`config.mk`:
```
export PLATFORM = sky130hd
export DESIGN_NAME = decimal_to_bin
export DESIGN_NICKNAME = d
export VERILOG_FILES = /design/src/rtl/decimal_pkg.sv /design/src/rtl/dd_nibble_sub3.sv /design/src/rtl/decimal_to_bin.sv
export SDC_FILE = /design/constraint.sdc
export NUM_CORES = 1
export LEC_CHECK = 0
export ABC_AREA = 1
export BUFFER_PORTS_ARGS = -buffer_cell sky130_fd_sc_hd__buf_2
export CAP_MARGIN = 0
export CELL_PAD_IN_SITES_DETAIL_PLACEMENT = 1
export CELL_PAD_IN_SITES_GLOBAL_PLACEMENT = 2
export CORE_AREA = 2 2 74 76
export CTS_CLUSTER_SIZE = 14
export DETAILED_ROUTE_END_ITERATION = 7
export DIE_AREA = 0 0 76 78
export PLACE_DENSITY = 0.73
export SLEW_MARGIN = 30
export SYNTH_ARGS = -nofsm -noshare
export SYNTH_HDL_FRONTEND = slang
export SYNTH_SLANG_ARGS = --single-unit
```
`constraint.sdc`:
```
create_clock -name clk_i -period 1.5 [get_ports clk_i]
set_input_delay 0.3 -clock clk_i [delete_from_list [all_inputs] [get_ports clk_i]]
set_output_delay 0.3 -clock clk_i [all_outputs]
set_load 0.02 [all_outputs]
```
`src/rtl/decimal_pkg.sv`:
```
// Shared constants for the decimal/binary converters on the scoreboard input and output paths.
// Holds the FSM state encoding, the BCD digit limits and the double-dabble adjust constants.
package decimal_pkg;

   localparam int DEF_DIGITS = 2;
   localparam int DEF_BIN_W  = 7;

   localparam logic [1:0] IDLE  = 2'd0;
   localparam logic [1:0] SHIFT = 2'd1;
   localparam logic [1:0] ADJ   = 2'd2;
   localparam logic [1:0] DONE  = 2'd3;

   localparam logic [3:0] BCD_MAX_DIGIT = 4'd9;
   localparam logic [3:0] DD_ADJ_THRESH = 4'd8;
   localparam logic [3:0] DD_ADJ_VALUE  = 4'd3;

endpackage

```
`src/rtl/dd_nibble_sub3.sv`:
```
// Reverse double-dabble correction for one BCD digit: subtract 3 when the nibble is 8 or more.
// This undoes the +10 weight a tens bit gains when it is shifted down into the ones position.
module dd_nibble_sub3
   import decimal_pkg::*;
(
   input  logic [3:0] i_nibble,
   output logic [3:0] o_nibble
);

   assign o_nibble = (i_nibble >= DD_ADJ_THRESH) ? (i_nibble - DD_ADJ_VALUE) : i_nibble;

endmodule

```
`src/rtl/decimal_to_bin.sv`:
```
// Two-digit BCD to binary converter using reverse double-dabble, one shift or adjust per cycle.
// Invalid digits still take the full latency; the result is then forced to zero with err_o set.
module decimal_to_bin
   import decimal_pkg::*;
#(
   parameter int DIGITS = DEF_DIGITS,
   parameter int BIN_W  = DEF_BIN_W
) (
   input  logic             clk_i,
   input  logic             rst_ni,
   input  logic             start_i,
   input  logic [3:0]       tens_i,
   input  logic [3:0]       ones_i,
   output logic             busy_o,
   output logic             valid_o,
   output logic [BIN_W-1:0] bin_o,
   output logic             err_o
);

   localparam int BCD_W = 4 * DIGITS;
   localparam int CNT_W = $clog2(BIN_W);
   localparam logic [CNT_W-1:0] CNT_LAST = CNT_W'(BIN_W - 1);

   if (DIGITS != 2) begin : g_bad_digits
      $error("decimal_to_bin: only DIGITS=2 is supported");
   end
   if ((10 ** DIGITS - 1) >= (2 ** BIN_W)) begin : g_bad_bin_w
      $error("decimal_to_bin: BIN_W too narrow for 10**DIGITS-1");
   end

   logic [1:0]       r_state;
   logic [1:0]       w_state_nxt;
   logic [BCD_W-1:0] r_bcd;
   logic [BIN_W-1:0] r_bin;
   logic [CNT_W-1:0] r_cnt;
   logic             r_err;
   logic [BIN_W-1:0] r_bin_q;
   logic             r_err_q;
   logic             r_valid;
   logic [BCD_W-1:0] w_bcd_adj;
   logic             w_load;
   logic             w_shift;
   logic             w_adj;
   logic             w_done;
   logic             w_last;

   for (genvar d = 0; d < DIGITS; d++) begin : g_digit
      dd_nibble_sub3 u_sub3 (
         .i_nibble (r_bcd[4*d +: 4]),
         .o_nibble (w_bcd_adj[4*d +: 4])
      );
   end

   assign w_last = (r_cnt == CNT_LAST);

   always_ff @(posedge clk_i) begin
      if (!rst_ni) begin
         r_state <= IDLE;
      end else begin
         r_state <= w_state_nxt;
      end
   end

   always_comb begin
      w_state_nxt = IDLE;
      case (r_state)
         IDLE:    w_state_nxt = start_i ? SHIFT : IDLE;
         SHIFT:   w_state_nxt = ADJ;
         ADJ:     w_state_nxt = w_last ? DONE : SHIFT;
         DONE:    w_state_nxt = IDLE;
         default: w_state_nxt = IDLE;
      endcase
   end

   always_comb begin
      w_load  = (r_state == IDLE) && start_i;
      w_shift = (r_state == SHIFT);
      w_adj   = (r_state == ADJ);
      w_done  = (r_state == DONE);
      busy_o  = (r_state != IDLE);
   end

   // Work register is {bcd, bin}; a right shift moves the lowest BCD bit into the binary MSB.
   always_ff @(posedge clk_i) begin
      if (!rst_ni) begin
         r_bcd   <= '0;
         r_bin   <= '0;
         r_cnt   <= '0;
         r_err   <= 1'b0;
         r_bin_q <= '0;
         r_err_q <= 1'b0;
         r_valid <= 1'b0;
      end else begin
         r_valid <= 1'b0;
         if (w_load) begin
            r_bcd <= {tens_i, ones_i};
            r_bin <= '0;
            r_cnt <= '0;
            r_err <= (tens_i > BCD_MAX_DIGIT) | (ones_i > BCD_MAX_DIGIT);
         end
         if (w_shift) begin
            r_bcd <= {1'b0, r_bcd[BCD_W-1:1]};
            r_bin <= {r_bcd[0], r_bin[BIN_W-1:1]};
         end
         if (w_adj) begin
            r_bcd <= w_bcd_adj;
            if (!w_last) begin
               r_cnt <= r_cnt + 1'b1;
            end
         end
         if (w_done) begin
            r_valid <= 1'b1;
            r_bin_q <= r_err ? '0 : r_bin;
            r_err_q <= r_err;
         end
      end
   end

   assign valid_o = r_valid;
   assign bin_o   = r_bin_q;
   assign err_o   = r_err_q;

endmodule

```
# Yosys cells after proc, flatten, opt, wreduce, memory -nomap -nowiden
# Index checks and enable logic that the tools add are counted.
[classes] addsub=3 n_mul=0 div=0 magnitude_cmp=4 n_eq_ne=6 shift=0 n_mux=15 bitwise=1 n_reduce_logical=7
[ops] op="$mux 8" count=3
[ops] op="$mux 7" count=3
[ops] op="$mux 3" count=3
[ops] op="$ge 4x4->1 const B" count=2
[ops] op="$gt 4x4->1 const B" count=2
[ops] op="$mux 4" count=2
[ops] op="$pmux 2 s4" count=1
[ops] op="$sub 4x2->4 const B" count=2
[ops] op="$eq 2x2->1 const B" count=2
[ops] op="$ne 2x1->1 const B" count=2
[ops] op="$reduce_and 2->1" count=2
[ops] op="$reduce_bool 2->1" count=2
[ops] op="$add 3x1->3 const B" count=1
[ops] op="$eq 3x3->1 const B" count=1
[ops] op="$reduce_bool 3->1" count=1
[ops] op="$eq 2x1->1 const B" count=1
[ops] op="$logic_not 2->1" count=1
[ops] op="$mux 1" count=2
[ops] op="$mux 2" count=1
[ops] op="$logic_and 1x1->1" count=1
[ops] op="$or 1x1->1" count=1
[totals] regBits=30 latchBits=0 mem_bits_rw=0 rom_bits=0 out_inout_bits=10 elab_cells=45 memories=0

# Logic depth before layout (Yosys ltp)
[depth] ltp_word=5 ltp_mapped=8 ltp_nobuf=8

# Cells and area by module
# A second synthesis with hierarchy kept.
[hier_totals] cells_unflattened=237 hier_area_um2=1639.1
[by_module_without_submodules] module="decimal_to_bin" instances=1 cells_each=205 area_each_um2=1461.4 seq_area_each_um2=600.6
[by_module_without_submodules] module="dd_nibble_sub3" instances=2 cells_each=16 area_each_um2=88.8 seq_area_each_um2=0.0

# Least setup slack after synthesis
# Ideal clock, no wire load.
[synth_timing] path_kind="reg-to-reg" from="register r_bcd[0]" to="register r_bcd[1]" setup_time_ps=117 arrival_time_ps=1147 path_slack_ps=236 path_stages_with_launch=6 period_less_slack_ps=1264 cell_sequence="dfxtp_1 > inv_1 > ha_1 > or2_2 > a21oi_1 > nor2_1"
[synth_via] elab_chain_len=3 word_cells_on_any_way=6
[synth_lines] element="from (decl)" line="decimal_to_bin.sv:33" rtl="logic [BCD_W-1:0] r_bcd;"
[synth_lines] element="from (signal assigned)" line="decimal_to_bin.sv:96" rtl="r_bcd <= {tens_i, ones_i};"
[synth_lines] element="from (signal assigned)" line="decimal_to_bin.sv:102" rtl="r_bcd <= {1'b0, r_bcd[BCD_W-1:1]};"
[synth_lines] element="from (signal assigned)" line="decimal_to_bin.sv:106" rtl="r_bcd <= w_bcd_adj;"
[synth_lines] element="$sub 4x2->4 or $ge 4x4->1 (tied branches)" line="dd_nibble_sub3.sv:10" rtl="assign o_nibble = (i_nibble >= DD_ADJ_THRESH) ? (i_nibble - DD_ADJ_VALUE) : i_nibble;"
[synth_lines] element="$mux 4 or $ne 2x1->1 (tied branches)"
[synth_lines] element="$mux 8 or $reduce_and 2->1 (tied branches)"
# Several ways; a longest one is shown, not always the timed one. The select of a mux whose other input is x is not followed.
# A chain may end at the register's enable or synchronous reset.

# Final worst setup path
[layout_timing] from="register r_state[1]" to="output port busy_o"
[layout_via] elab_chain_len=1
[layout_lines] element="from (decl)" line="decimal_to_bin.sv:31" rtl="logic [1:0] r_state;"
[layout_lines] element="from (signal assigned)" line="decimal_to_bin.sv:60" rtl="r_state <= w_state_nxt;"
[layout_lines] element="$reduce_bool 2->1" line="decimal_to_bin.sv:80" rtl="busy_o = (r_state != IDLE);"
[layout_lines] element="to (decl)" line="decimal_to_bin.sv:14" rtl="output logic busy_o,"
# Every way passes these cells.

==> impl_metrics.tcl <==
set metrics [dict create \
    slew_headroom_pct 75.8 \
    reg2reg_slack_ns 0.11 \
    clk_pin_slew_ns 0.07 \
    vias 1419 \
    grt_max_degree 11 \
    layout_commonest_cell "nand2_1" \
    finalPower_mw 1.77 \
    numPortBuffers 20 \
    path_cells "buf_12, inv_6, nand2_1, buf_2" \
    final.period_utilization_pct 94.3 \
    hold_slack_ns 0.337 \
    cts_resized 0 \
    numCtsBuffers 5 \
    hold_viol_final 0 \
    cellInternalPower_mw 1.29 \
    seqPwrFrac_pct 48.4 \
    dieArea_sq_um 5930 \
    hold_depth 5 \
    viasPerCell 4.43 \
    period_needed_ns 1.42 \
    power.share.clock_pct 37.5 \
    grt_setup_unrepaired "no" \
    hp-class "primary input to flop" \
    syn_nets 237 \
    synth_warnings 0 \
    p_sw_mw 0.481 \
    avgSynthCellArea_sq_um 7.00 \
    cp-start-kind "flop" \
    power_frac_comb_pct 14.1 \
    drtAntennaViolNets 0 \
    final_core_util_pct 36.9 \
    drv_slew 0 \
    core_area_sq_um 5040 \
    wire_per_inst_microns 12.0 \
    ios 21 \
    worstSkewPairLatency_ns 0.28 \
    cts_root_buf "clkbuf_8" \
    hpwl_microns 3020 \
    cp_slowest_stage_delay_ns 0.34 \
    final_layout_size_suffix_gt1_share_pct 18.8 \
    path_max_fanout 10 \
    htree_num_levels 2 \
    fp.dieH_microns 78 \
    fin_ws_ns 0.0849 \
    placed_cells 312 \
    final_cells 320 \
    r2r_start "r_bcd[4]$_SDFFE_PN0P_" \
    grt_pass1_vias 1446 \
    vdd_ir_drop_max_mv 0.420 \
    power_leakage_nw 0.892 \
    clock_skew_ns 0.00590 \
    setup-tns-final_ns 0 \
    grt_pass1_wl_microns 6800 \
    fp-row-count 26 \
    clock_path_buffers 2 \
    first_pass_iters 4 \
    grt_antenna_before_repair 0 \
    cts_hold_buf 0 \
    area_growth_pct 20.9 \
    worst_pin_slew_ns 0.362 \
    worstSetupPathType "flop to output pin" \
    cp.arrival_ns 1.12 \
    cts_sinks 30 \
    finalWirelength_microns 3830 \
    status "finished clean" \
    worstSetupEndpointType "output pin" \
    die_w_microns 76 \
    powerDensity_nw_per_um2 952 \
    r2r_end "r_bcd[5]$_SDFFE_PN0P_" \
    r2r_cells 5 \
    overflow 0 \
    drt_iter0_drc 26 \
    diodes 0 \
    place_ws_ns 0.102 \
    final_cell_mix "nand2_1, inv_1, dfxtp_1" \
    cp.required_ns 1.20 \
    route.detailed.drc 0 \
    initial_core_util_pct 30.5 \
    grtUsageTotal_pct 14.5 \
    cpMaxStageDelayCell "dfxtp_2" \
    p_sw_share_pct 27.1 \
    post_cts_buffers 0 \
    synth_seq_area_share_pct 39.0 \
    hp-start "ones_i[0]" \
    final_area_sq_um 1860 \
    synthDistinctLibCells 24 \
    synthCells 220 \
    crit_path_start "r_state[1]$_SDFF_PN0_" \
    ys_seq_elements 30 \
    nets 266 \
    maxCapViolCount 0 \
    syn-cell-area_sq_um 1540 \
    cts_tree "done" \
    setup_viol_count_final 0 \
    min_delay_worst_endpoint "r_bcd[0]$_SDFFE_PN0P_" \
    timing.fmax_mhz 707 \
    gp_congestion 0.761 \
    post_dp_cell_area_sq_um 1770 \
]
==> power groups by stage <==
stage / clock [mW] / combinational (mW) / sequential (mW)
4_1_cts: 0.694 / 0.255 / 0.858
2_1_floorplan: 0 / 0.174 / 0.864
6_report: 0.665 / 0.250 / 0.858
3_3_place_gp: 0 / 0.253 / 0.877
5_1_grt: 0.732 / 0.291 / 0.862
3_5_place_dp: 0 / 0.254 / 0.876
==> kinds of logic after synthesis <==
group | share of synthesized area (%)
flops | 39.0
fa+ha+maj | 4.87
buf+inv | 10.3
simple gates | 32.5
compound gates | 11.6
xor+xnor | 1.71
==> state kept, by name (all words and copies together), names as in the netlist <==
register  flops
err_o         1
bin_o         7
valid_o       1
r_cnt         3
r_err         1
r_state       2
r_bcd         8
r_bin         7
==> cell usage after synthesis (all sizes together) <==
cell type	number	area share [%]
a211oi	1	0.49
a21oi	26	8.4
buf	3	1.9
clkbuf	2	0.49
dfxtp	30	39
ha	6	4.9
inv	31	7.9
nand2	75	19
nand3	26	8.4
nor2	7	3.7
nor3	1	0.32
o21ai	6	2.7
or2	3	1.2
xnor2	2	1.1
xor2	1	0.57
==> worst max-delay path: cells and delay by family, from the launching register on <==
| kind | cells | cell delay, ns |
|---|---|---|
| flops | 1 | 0.34 |
| buf+inv | 3 | 0.41 |
| simple gates | 1 | 0.08 |
==> worst max-delay path by stage <==
stage / endpoint / slack (ns) / cells after the start
2_1_floorplan: r_bcd[1]$_SDFFE_PN0P_ / 0.24 / 5
5_1_grt: r_bcd[5]$_SDFFE_PN0P_ / 0.002 / 5
3_3_place_gp: r_bcd[5]$_SDFFE_PN0P_ / 0.11 / 5
4_1_cts: busy_o / 0.03 / 4
6_report: busy_o / 0.08 / 4
3_5_place_dp: r_bcd[5]$_SDFFE_PN0P_ / 0.10 / 5
==> final cells by class <==
class                      count  area [sq um]
fill                         675          3180
tap                           70          87.6
sequential                    30           603
timing repair buffer          27           178
inverter                      31           121
clock inverter                 1          5.00
clock buffer                   7          86.3
multi-input combinational    154           781
==> per-layer routing <==
layer,up-vias,routed length (microns),track usage [%]
li1,754,-,-
met1,647,1890,18.9
met2,14,1800,23.6
met3,4,108,3.84
met4,0,26,4.36
met5,-,0,0
(Power assumes the default switching activity.)
